File: src/rtl/load_store_unit_if.sv
// Request/response and data-memory signal bundle for the load/store unit.
// The slave modport is the unit itself; the master modport is the core plus memory side.
interface load_store_unit_if;
  logic        req_valid;
  logic        req_ready;
  logic        req_we;
  logic [2:0]  req_funct3;
  logic [31:0] req_addr;
  logic [31:0] req_wdata;
  logic        resp_valid;
  logic [31:0] resp_rdata;
  logic        resp_fault;
  logic        mem_we;
  logic [31:0] mem_addr;
  logic [31:0] mem_wdata;
  logic [31:0] mem_rdata;

  modport slave (
    input  req_valid, req_we, req_funct3, req_addr, req_wdata, mem_rdata,
    output req_ready, resp_valid, resp_rdata, resp_fault, mem_we, mem_addr, mem_wdata
  );

  modport master (
    output req_valid, req_we, req_funct3, req_addr, req_wdata, mem_rdata,
    input  req_ready, resp_valid, resp_rdata, resp_fault, mem_we, mem_addr, mem_wdata
  );
endinterface

File: src/rtl/load_store_unit.sv
// RV32I load/store unit: maps byte-addressed LB/LH/LW/LBU/LHU/SB/SH/SW onto a
// word-wide memory, with read-modify-write for sub-word stores and fault detection.
module load_store_unit #(
  parameter int DEPTH = 200
) (
  input logic               clk,
  input logic               reset,
  load_store_unit_if.slave  bus
);

  typedef enum logic [1:0] {IDLE, READ, WRITE, RESP} state_t;

  state_t      r_state;
  state_t      w_next;
  logic        r_we;
  logic [2:0]  r_funct3;
  logic [31:0] r_addr;
  logic [31:0] r_wdata;
  logic [31:0] r_mem_wdata;
  logic [31:0] r_resp_rdata;
  logic        r_resp_fault;

  logic        w_accept;
  logic        w_bad_funct3;
  logic        w_misaligned;
  logic        w_out_of_range;
  logic        w_fault;
  logic        w_is_sw;
  logic [31:0] w_load_data;
  logic [31:0] w_merged;

  function automatic logic [31:0] extract(input logic [31:0] word,
                                          input logic [2:0]  funct3,
                                          input logic [1:0]  off);
    logic [7:0]  b;
    logic [15:0] h;
    b = 8'(word >> {off, 3'b000});
    h = off[1] ? word[31:16] : word[15:0];
    case (funct3)
      3'b000:  return {{24{b[7]}}, b};
      3'b001:  return {{16{h[15]}}, h};
      3'b100:  return {24'h0, b};
      3'b101:  return {16'h0, h};
      default: return word;
    endcase
  endfunction

  // Only the addressed byte/halfword lane of the old word is replaced.
  function automatic logic [31:0] merge(input logic [31:0] word,
                                        input logic [31:0] data,
                                        input logic [1:0]  size,
                                        input logic [1:0]  off);
    logic [31:0] m;
    m = word;
    case (size)
      2'b00: m[{off, 3'b000} +: 8] = data[7:0];
      2'b01: if (off[1]) m[31:16] = data[15:0];
             else        m[15:0]  = data[15:0];
      default: m = data;
    endcase
    return m;
  endfunction

  assign w_accept       = bus.req_valid && (r_state == IDLE);
  assign w_out_of_range = {2'b00, bus.req_addr[31:2]} >= 32'(DEPTH);
  assign w_misaligned   = ((bus.req_funct3[1:0] == 2'b01) && bus.req_addr[0]) ||
                          ((bus.req_funct3[1:0] == 2'b10) && (bus.req_addr[1:0] != 2'b00));
  assign w_bad_funct3   = bus.req_we ? (bus.req_funct3[2] || (bus.req_funct3[1:0] == 2'b11))
                                     : (bus.req_funct3 inside {3'b011, 3'b110, 3'b111});
  assign w_fault        = w_out_of_range || w_misaligned || w_bad_funct3;
  assign w_is_sw        = bus.req_we && (bus.req_funct3[1:0] == 2'b10);

  assign w_load_data = extract(bus.mem_rdata, r_funct3, r_addr[1:0]);
  assign w_merged    = merge(bus.mem_rdata, r_wdata, r_funct3[1:0], r_addr[1:0]);

  // NOTE: every signal written in always_comb gets a default first so no latch is inferred.
  always_comb begin
    w_next = r_state;
    unique case (r_state)
      IDLE:    if (w_accept) begin
                 if (w_fault)      w_next = RESP;
                 else if (w_is_sw) w_next = WRITE;
                 else              w_next = READ;
               end
      READ:    w_next = r_we ? WRITE : RESP;
      WRITE:   w_next = RESP;
      RESP:    w_next = IDLE;
      default: w_next = IDLE;
    endcase
  end

  // NOTE: sequential state uses non-blocking assignments so all registers update together.
  always_ff @(posedge clk) begin
    if (reset) r_state <= IDLE;
    else       r_state <= w_next;
  end

  always_ff @(posedge clk) begin
    if (reset) begin
      r_we         <= 1'b0;
      r_funct3     <= 3'b000;
      r_addr       <= 32'h0;
      r_wdata      <= 32'h0;
      r_mem_wdata  <= 32'h0;
      r_resp_rdata <= 32'h0;
      r_resp_fault <= 1'b0;
    end else begin
      case (r_state)
        IDLE: if (w_accept) begin
          r_we     <= bus.req_we;
          r_funct3 <= bus.req_funct3;
          r_addr   <= bus.req_addr;
          r_wdata  <= bus.req_wdata;
          if (w_fault) begin
            r_resp_rdata <= 32'h0;
            r_resp_fault <= 1'b1;
          end else if (w_is_sw) begin
            r_mem_wdata <= bus.req_wdata;
          end
        end
        READ: if (r_we) begin
          r_mem_wdata <= w_merged;
        end else begin
          r_resp_rdata <= w_load_data;
          r_resp_fault <= 1'b0;
        end
        WRITE: begin
          r_resp_rdata <= 32'h0;
          r_resp_fault <= 1'b0;
        end
        default: ;
      endcase
    end
  end

  assign bus.req_ready  = (r_state == IDLE);
  assign bus.resp_valid = (r_state == RESP);
  assign bus.resp_rdata = r_resp_rdata;
  assign bus.resp_fault = r_resp_fault;
  // Reset in the WRITE cycle must suppress the falling-edge memory write.
  assign bus.mem_we     = (r_state == WRITE) && !reset;
  assign bus.mem_addr   = {2'b00, r_addr[31:2]};
  assign bus.mem_wdata  = r_mem_wdata;

endmodule

File: src/flat_wrapper.sv
// flat-port wrapper written by rule: the top's interface ports become plain ports
module load_store_unit_flat 
#(
  parameter int DEPTH = 200
)
  (clk, reset, bus_req_valid, bus_req_we, bus_req_funct3, bus_req_addr, bus_req_wdata, bus_mem_rdata, bus_req_ready, bus_resp_valid, bus_resp_rdata, bus_resp_fault, bus_mem_we, bus_mem_addr, bus_mem_wdata);
  load_store_unit_if bus_i ();
  input logic clk;
  input logic reset;
  input wire logic [$bits(bus_i.req_valid)-1:0] bus_req_valid;
  input wire logic [$bits(bus_i.req_we)-1:0] bus_req_we;
  input wire logic [$bits(bus_i.req_funct3)-1:0] bus_req_funct3;
  input wire logic [$bits(bus_i.req_addr)-1:0] bus_req_addr;
  input wire logic [$bits(bus_i.req_wdata)-1:0] bus_req_wdata;
  input wire logic [$bits(bus_i.mem_rdata)-1:0] bus_mem_rdata;
  output wire logic [$bits(bus_i.req_ready)-1:0] bus_req_ready;
  output wire logic [$bits(bus_i.resp_valid)-1:0] bus_resp_valid;
  output wire logic [$bits(bus_i.resp_rdata)-1:0] bus_resp_rdata;
  output wire logic [$bits(bus_i.resp_fault)-1:0] bus_resp_fault;
  output wire logic [$bits(bus_i.mem_we)-1:0] bus_mem_we;
  output wire logic [$bits(bus_i.mem_addr)-1:0] bus_mem_addr;
  output wire logic [$bits(bus_i.mem_wdata)-1:0] bus_mem_wdata;
  assign bus_i.req_valid = bus_req_valid;
  assign bus_i.req_we = bus_req_we;
  assign bus_i.req_funct3 = bus_req_funct3;
  assign bus_i.req_addr = bus_req_addr;
  assign bus_i.req_wdata = bus_req_wdata;
  assign bus_i.mem_rdata = bus_mem_rdata;
  assign bus_req_ready = bus_i.req_ready;
  assign bus_resp_valid = bus_i.resp_valid;
  assign bus_resp_rdata = bus_i.resp_rdata;
  assign bus_resp_fault = bus_i.resp_fault;
  assign bus_mem_we = bus_i.mem_we;
  assign bus_mem_addr = bus_i.mem_addr;
  assign bus_mem_wdata = bus_i.mem_wdata;
  load_store_unit #(.DEPTH(DEPTH)) u_core (.clk(clk), .reset(reset), .bus(bus_i));
endmodule
File: config.mk
export PLATFORM = sky130hd
export DESIGN_NAME = load_store_unit_flat
export DESIGN_NICKNAME = d
export VERILOG_FILES = /design/src/rtl/load_store_unit_if.sv /design/src/rtl/load_store_unit.sv /design/src/flat_wrapper.sv
export SDC_FILE = /design/constraint.sdc
export NUM_CORES = 1
export LEC_CHECK = 0
export CORE_MARGIN = 8
export CORE_UTILIZATION = 30
export CTS_CLUSTER_SIZE = 30
export DETAILED_ROUTE_END_ITERATION = 16
export SYNTH_ARGS = -nofsm -noshare
export SYNTH_HDL_FRONTEND = slang
export SYNTH_SLANG_ARGS = --single-unit
File: constraint.sdc
create_clock -name clk -period 2.7 [get_ports clk]
set_clock_uncertainty 0.15 [all_clocks]
set_input_delay 0.54 -clock clk [delete_from_list [all_inputs] [get_ports clk]]
set_output_delay 0.54 -clock clk [all_outputs]
set_load 0.02 [all_outputs]
# [Yosys cells after proc, flatten, opt, wreduce, memory -nomap -nowiden]
# Cells that the tools add are included.
[word_totals] regBits=135 in_bits=103 out_inout_bits=100
[classes] addsub=1 n_lt_le_gt_ge=1 n_eq_ne=19 shifts=3 n_mux=25 reduce_logical=20
[ops] cell="32-bit two-way mux" count=7
[ops] cell="32-bit case mux with 2 select lines" count=2
[ops] cell="32-bit case mux with 4 select lines" count=1
[ops] cell="32-bit case mux with 3 select lines" count=1
[ops] cell="16-bit two-way mux" count=3
[ops] cell="32-bit bitwise mux" count=1
[ops] cell="8-bit by 7-bit variable shift with 32-bit output, first input constant" count=1
[ops] cell="8-bit by 7-bit indexed part select with 32-bit output" count=1
[ops] cell="32-bit by 5-bit >> shifter with 8-bit output" count=1
[ops] cell="30-bit by 8-bit greater-or-equal comparator with 1-bit output, second input constant" count=1
[ops] cell="3-bit == test, second input constant" count=4
[ops] cell="2-bit == test, second input constant" count=4
[ops] cell="2-bit by 1-bit != test with 1-bit output, second input constant" count=4
[ops] cell="2-bit case mux with 4 select lines" count=1
[ops] cell="5-bit negation with 7-bit output" count=1
[ops] cell="2-bit by 1-bit == test with 1-bit output, second input constant" count=3
[ops] cell="2-bit two-way mux" count=3
[ops] cell="3-bit nonzero test" count=2
[ops] cell="1-bit logical AND" count=5
[ops] cell="1-bit two-way mux" count=5
[ops] cell="5-bit AND reduction" count=1
[ops] cell="2-bit zero test" count=2
[ops] cell="1-bit logical OR" count=4
[ops] cell="2-bit != test, second input constant" count=2
[ops] cell="other kinds (8)" count=9

# [Logic depth before layout (Yosys ltp)]
# Gate-level depths: netlist (run 1).
[depth] ltp_word=8 mapped_depth=11 mapped_depth_nobuf=7

# [Worst setup path before layout (run 1)]
# Ideal clock, no wire load.
[synth_path] path_kind="register -> register" from="reg u_core.r_addr[1]" to="reg u_core.r_mem_wdata[12] (netlist: u_core.bus.mem_wdata[12])" setup_ns=0.071 arrival_time_ns=2.081 path_slack_ns=0.398 stages_incl_launch_ff=12 n_path_buf=4 period_less_slack_ns=2.302 path_cell_list="dfxtp_1 buf_4 buf_2 inv_1 ha_1 clkbuf_1 and3b_1 clkbuf_1 nand3_1 o2111ai_1 o221ai_2 a21oi_2"
[synth_via] elab_chain_len=6
[synth_rtl] item="start, declared" line_no="load_store_unit.sv:17" text="logic [31:0] r_addr;"
[synth_rtl] item="start signal, assigned" line_no="load_store_unit.sv:112" text="r_addr <= bus.req_addr;"
[synth_rtl] item="5-bit negation with 7-bit output" line_no="load_store_unit.sv:56" text="2'b00: m[{off, 3'b000} +: 8] = data[7:0];"
[synth_rtl] item="8-bit by 7-bit indexed part select with 32-bit output / 8-bit by 7-bit variable shift with 32-bit output (equally long branches)" line_no="load_store_unit.sv:56"
[synth_rtl] item="32-bit bitwise mux" line_no="load_store_unit.sv:56"
[synth_rtl] item="32-bit case mux with 2 select lines *" line_no="load_store_unit.sv:55" text="case (size)"
[synth_rtl] item="32-bit two-way mux *" line_no="load_store_unit.sv:121" text="READ: if (r_we) begin"
[synth_rtl] item="32-bit case mux with 2 select lines *" line_no="load_store_unit.sv:108" text="case (r_state)"
[synth_rtl] item="end signal, assigned" line_no="load_store_unit.sv:118" text="r_mem_wdata <= bus.req_wdata;"
[synth_rtl] item="end signal, assigned" line_no="load_store_unit.sv:122" text="r_mem_wdata <= w_merged;"
[synth_rtl] item="end, declared" line_no="load_store_unit.sv:19" text="logic [31:0] r_mem_wdata;"
# Every way passes the cells marked *; elsewhere a longest branch is shown, timed or not. The select of a mux whose other input is x is not followed.
# A chain may end at the register's enable or synchronous reset.

# [Worst setup path in the final report (run 1)]
[layout_path] from="reg u_core.r_state[1]" to="out bus_req_ready"
[layout_via] elab_chain_len=1
[layout_rtl] item="start, declared" line_no="load_store_unit.sv:13" text="state_t r_state;"
[layout_rtl] item="start signal, assigned" line_no="load_store_unit.sv:95" text="else r_state <= w_next;"
[layout_rtl] item="2-bit zero test" line_no="load_store_unit.sv:136" text="assign bus.req_ready = (r_state == IDLE);"
[layout_rtl] item="end, declared" line_no="flat_wrapper.sv:16" text="output wire logic [$bits(bus_i.req_ready)-1:0] bus_req_ready;"
# Every way passes these cells.

==> results of run 1 <==
==> tightest hold or removal path, stage by stage (launching register included) <==
cell and delay, ns:
dfxtp_1 0.30, nand2_1 0.05, a21oi_1 0.05
==> timing repair <==
item                       4_1_cts  5_1_grt
gates resized for setup          1        1
setup endpoints to repair        1        5
cloned                           0        0
pin swaps                        0        0
==> final timing paths <==
path,slack (ns),from,to,cells after the start
min,0.30,u_core.r_addr[2]$_SDFFE_PP0P_,u_core.r_addr[2]$_SDFFE_PP0P_,2
min reg2reg,0.30,u_core.r_addr[2]$_SDFFE_PP0P_,u_core.r_addr[2]$_SDFFE_PP0P_,2
max reg2reg,0.20,u_core.r_addr[0]$_SDFFE_PP0P_,u_core.bus.mem_wdata[16]$_SDFFE_PP0P_,7
max,0.16,u_core.r_state[1]$_SDFFE_PP0P_,bus_req_ready,3
==> metal layers <==
metal	global-route usage [%]	wire, um
met3	4.99	1910
met2	27.8	12600
met4	6.06	536
met1	21.6	11800
met5	0	0
==> where the power goes <==
part           switching (mW)  total (mW)  internal [mW]
logic                    2.36        4.01           1.66
registers               0.290        2.69           2.40
clock network           0.907        2.38           1.47
total                    3.56        9.08           5.52
==> layout make-up <==
class	count	area share (%)
tap	330	4.04
clock inverter	11	1.48
clock buffer	19	4.34
sequential	135	26.5
inverter	30	1.10
timing repair buffer	233	22.7
multi-input combinational	619	39.8
antenna	1	0.0245
==> synth_stat cells, drive strengths merged (2+ instances only) <==
cell     number
a211oi        3
nand3        72
mux2         10
mux2i        34
nor3          5
or4           2
nand4b        9
nand3b        3
o21a          2
o21ai        27
o31ai         7
buf          59
o2111ai      15
and2          2
o221ai       31
nand4         2
a221oi        8
dfxtp       135
nor2b         7
nor2         13
nand2b       37
or3           2
nor4          3
a21oi       112
and4          2
inv          30
nand2       155
a221o         7
ha            9
o211ai       25
clkbuf       54
and3b         2
==> stage by stage <==
step                      utilization (%)  power, mW  TNS (ns)  setup slack (ns)  instances
final                                41.0       9.08         0             0.163       1378
after global routing                 41.0       9.58         0            0.0259       1378
after CTS                            41.0       9.14         0             0.141       1377
after detailed placement             38.6       6.72     -1.87           -0.0936       1347
after global placement               38.6       6.73    -0.938           -0.0459       1347
after floorplan                         -       5.31         0             0.398        897
==> kinds of logic after synthesis <==
family | count (synthesis) | share of synthesized area [%]
compound gates | 242 | 25.0
fa+ha+maj | 9 | 1.50
buf+inv | 143 | 10.3
flops | 135 | 36.0
mux | 44 | 6.08
other cells | 1 | 0.0499
simple gates | 322 | 21.1
==> flip-flops by register name (all words and copies together) (netlist names) <==
signal / flops
u_core.r_we: 1
u_core.r_state: 2
u_core.r_funct3: 3
u_core.bus.resp_rdata: 32
u_core.r_addr: 32
u_core.bus.mem_wdata: 32
u_core.r_wdata: 32
u_core.bus.resp_fault: 1
==> flow_summary.json, run 1 <==
{
  "grt_first_pass_wirelength_um": 41500,
  "power.density_nw_per_um2": 889,
  "vias": 7056,
  "grt.overflow.total": 0,
  "synth_top_area_share_pct": 36.0,
  "setup_viol": 0,
  "cts_setup_buffers": 0,
  "drv_cap": 0,
  "ys.flop_type": "dfxtp_1",
  "hold_path_class": "reg2reg",
  "numCtsBuffers": 17,
  "initial_utilization_pct": 30.2,
  "cp_max_fo": 10,
  "irDropWorstVdd_uv": 347,
  "netlist_area_um2": 7510,
  "ys_types": 58,
  "postRouteWirelength_um": 26800,
  "async_flop_share_pct": 0,
  "cts_hold_buf": 0,
  "crit_required_ns": 2.01,
  "yosysTopAreaCell": "dfxtp_1",
  "path_cells": "inv_1 > ha_2 > clkdlybuf4s50_1",
  "port-buffer-count": 200,
  "fillCellCount": 2472,
  "crit_slowest_cell": "clkdlybuf4s50_1",
  "first_pass_iters": 8,
  "clk_latency_ns": 0.42,
  "avgSynthCellArea_um2": 8.38,
  "gp_congestion": 0.871,
  "h-tree-depth": 4,
  "via_per_inst": 5.12,
  "routedWlPerCell_um": 19.5,
  "timing.fmax_ghz": 0.394,
  "crit_buf_inv": 2,
  "synth.area.top_cells": "dfxtp_1 (36%), nand2_1 (7.7%), o221ai_2 (6.0%), a21oi_1 (5.3%), nand3_1 (4.8%)",
  "setup.worst_path.start_class": "register",
  "post-route-period-util_pct": 93.9,
  "grt_pass1_vias": 6970,
  "slew-limit-headroom_pct": 43.3,
  "ys_seq_area_share_pct": 36.0,
  "remaining_drc_errors": 0,
  "p_leak_nw": 3.49,
  "die_y_um": 174,
  "cts_tree": "done",
  "drtIter0Drc": 577,
  "grt_max_degree": 139,
  "finalNetCount": 1148,
  "multi_input_area_um2": 4060,
  "layout_common_cells": "clkdlybuf4s50_1 (199), nand2_1 (154), dfxtp_1 (135), a21oi_1 (80), nand3_1 (72)",
  "ys_ff_latch": 135,
  "crit_family": "buffers and inverters",
  "status": "completed",
  "final_common_cell": "clkdlybuf4s50_1",
  "synth_edf_count": 0,
  "num_rows": 58,
  "drive_gt1_share_pct": 14.5,
  "final_area_um2": 10200,
  "cts.sinks": 135,
  "cp-end-kind": "output port",
  "die_x_um": 174,
  "crit_arrival_ns": 1.85,
  "max_stage_delay_ns": 0.66,
  "root_buffer": "clkbuf_16",
  "clock_path_buffers": 2,
  "min_period_ns": 2.54,
  "grt.total_usage_pct": 17.2,
  "crit_type": "reg2out",
  "hold_violations": 0,
  "dp_hpwl_um": 20000,
  "whs_ns": 0.301,
  "dieArea_um2": 30400,
  "tightestPinTransition_ns": 0.846,
  "ant_nets": 0,
  "synth_cells": 896,
  "drv_slew": 0,
  "io_pins": 203,
  "area_growth_syn_to_layout_pct": 35.9,
  "regArea_um2": 2700,
  "antenna_found_initial": 1,
  "core_area_um2": 24900,
  "rsz0062_at_grt": "no",
  "path_clk_slew_ns": 0.06,
  "dpl-instance-area_um2": 9600,
  "ys_warn_count": 0
}
Power figures use the tool's default switching activity.
==> run 2, diff against run 1 <==
==> constraint.sdc (replaced) <==
create_clock -name clk -period 2.9 [get_ports clk]
set_clock_uncertainty 0.15 [all_clocks]
set_input_delay 0.58 -clock clk [delete_from_list [all_inputs] [get_ports clk]]
set_output_delay 0.58 -clock clk [all_outputs]
set_load 0.02 [all_outputs]
==> flow_summary.json, run 2 (synthesis gave the netlist of run 1 again) <==
{
  "status": "completed",
  "area_growth_syn_to_layout_pct": 35.8,
  "grt-busiest-layer": "met2",
  "p_sw_mw": 3.32,
  "cts_resized": 0,
  "whs_path_depth": 2,
  "vias": 7152,
  "p_leak_nw": 3.50,
  "path_clk_slew_ns": 0.06,
  "via_per_inst": 5.20,
  "rrSetupSlack_ns": 0.49,
  "seq_power_share_pct": 29.2,
  "cts_setup_buffers": 0,
  "dp_slack_ns": 0.123,
  "irDropWorstVdd_uv": 343,
  "io_pins": 203,
  "tightestPinTransition_ns": 0.885,
  "max_stage_delay_ns": 0.71,
  "grt.overflow.total": 0,
  "timing.fmax_ghz": 0.365,
  "gp_congestion": 0.866,
  "setup_viol": 0,
  "grtUsageMet1_pct": 22.4,
  "switching_share_pct": 39.0,
  "p_comb_share_pct": 43.8,
  "drive_gt1_share_pct": 14.3,
  "core_area_um2": 24900,
  "die_x_um": 174,
  "port-buffer-count": 200,
  "power.share.clock_pct": 27.0,
  "h-tree-depth": 4,
  "cts.sinks": 135,
  "setup_tns_ns": 0,
  "postRouteWirelength_um": 27000,
  "crit_arrival_ns": 2.01,
  "crit_slowest_cell": "clkdlybuf4s50_1",
  "initial_utilization_pct": 30.2,
  "drv_cap": 0,
  "remaining_drc_errors": 0,
  "dp_hpwl_um": 19800,
  "final_common_cell": "clkdlybuf4s50_1",
  "cts_hold_buf": 0,
  "post-route-period-util_pct": 94.4,
  "rsz0062_at_grt": "no",
  "drtIter0Drc": 533,
  "root_buffer": "clkbuf_16",
  "layout_common_cells": "clkdlybuf4s50_1 (199), nand2_1 (154), dfxtp_1 (135), a21oi_1 (80), nand3_1 (72)",
  "cp_max_fo": 10,
  "setup_slack_ns": 0.162,
  "numCtsBuffers": 17,
  "rr_worst_depth": 7,
  "cts_tree": "done",
  "slew-limit-headroom_pct": 40.7,
  "clock_path_buffers": 2,
  "hold_path_class": "reg2reg",
  "grt.total_usage_pct": 17.2,
  "routedWlPerCell_um": 19.6,
  "rr_endpoint": "u_core.bus.mem_wdata[16]$_SDFFE_PP0P_",
  "clk_latency_ns": 0.42,
  "cp-end-kind": "output port",
  "hold_start": "u_core.r_addr[7]$_SDFFE_PP0P_",
  "antenna_found_initial": 1,
  "crit_required_ns": 2.17,
  "finalNetCount": 1144,
  "p_int_mw": 5.20,
  "first_pass_iters": 5,
  "use_met2_pct": 27.6,
  "crit_type": "reg2out",
  "setup.worst_path.start_class": "register",
  "drv_slew": 0,
  "die_y_um": 174,
  "grt_first_pass_wirelength_um": 41500,
  "path_cells": "inv_1 > ha_1 > clkdlybuf4s50_1",
  "power.density_nw_per_um2": 835,
  "grt_pass1_vias": 6937,
  "min_period_ns": 2.74,
  "grt_util_met3_pct": 3.97,
  "hold_violations": 0,
  "grt_max_degree": 111,
  "hold_end": "u_core.r_addr[7]$_SDFFE_PP0P_",
  "ant_nets": 0,
  "dieArea_um2": 30400,
  "r2r-start": "u_core.r_addr[0]$_SDFFE_PP0P_",
  "num_rows": 58
}
## run 2: cell types whose count changed in the layout (fill, tap and decap cells not counted), sizes merged
| cell | change |
|---|---|
| buf | -4 |
| clkbuf | +2 |
| clkinv | +3 |
| clkinvlp | -2 |
| inv | -1 |
## run 2: how the worst max path moves through the flow
stage,from,endpoint,slack (ns),depth (start not counted)
6_report,u_core.r_state[0]$_SDFFE_PP0P_,bus_req_ready,0.16,3
5_1_grt,u_core.r_state[0]$_SDFFE_PP0P_,bus_req_ready,0.05,3
4_1_cts,u_core.r_state[0]$_SDFFE_PP0P_,bus_req_ready,0.14,3
3_5_place_dp,bus_req_funct3[2],u_core.bus.mem_wdata[19]$_SDFFE_PP0P_,0.12,7
3_3_place_gp,bus_req_addr[0],u_core.bus.mem_wdata[14]$_SDFFE_PP0P_,0.16,7
2_1_floorplan,u_core.r_addr[1]$_SDFFE_PP0P_,u_core.bus.mem_wdata[12]$_SDFFE_PP0P_,0.60,11
## run 2: through the flow
step | total power, mW | util, % | cells | area (um2) | hold WS, ns
after floorplan | 4.94 | - | 897 | 7510 | 0.286
after global placement | 6.23 | 38.5 | 1343 | 9570 | 0.291
after detailed placement | 6.24 | 38.5 | 1343 | 9570 | 0.296
after CTS | 8.58 | 41.0 | 1375 | 10200 | 0.304
after global routing | 9.00 | 41.0 | 1376 | 10200 | 0.322
final | 8.52 | 41.0 | 1376 | 10200 | 0.303
## run 2: power groups by stage
stage | Sequential (mW) | Clock [mW] | Combinational, mW
floorplan | 2.68 | 0 | 2.26
global placement | 2.52 | 0 | 3.71
detailed placement | 2.52 | 0 | 3.72
CTS | 2.48 | 2.35 | 3.75
global route | 2.53 | 2.44 | 4.03
finish | 2.49 | 2.30 | 3.73
## run 2: layout make-up
cell class                 count  area, um2
clock buffer                  21        480
tap                          330        413
clock inverter                11        146
inverter                      30        113
multi-input combinational    619       4050
timing repair buffer         229       2290
antenna                        1       2.50
sequential                   135       2700
fill                        2481      14700
## run 2: per-layer routing
metal / vias to the layer above / part of all wire (%)
li1: 3442 / -
met2: 248 / 47
met4: 0 / 1.9
met5: - / 0
met3: 33 / 6.0
met1: 3429 / 45
## run 2: critical path: cells and delay by family (launching register included)
kind | cells | cell delay, ns
buffers and inverters | 2 | 0.80
adders and majority gates | 1 | 0.43
DFF | 1 | 0.35
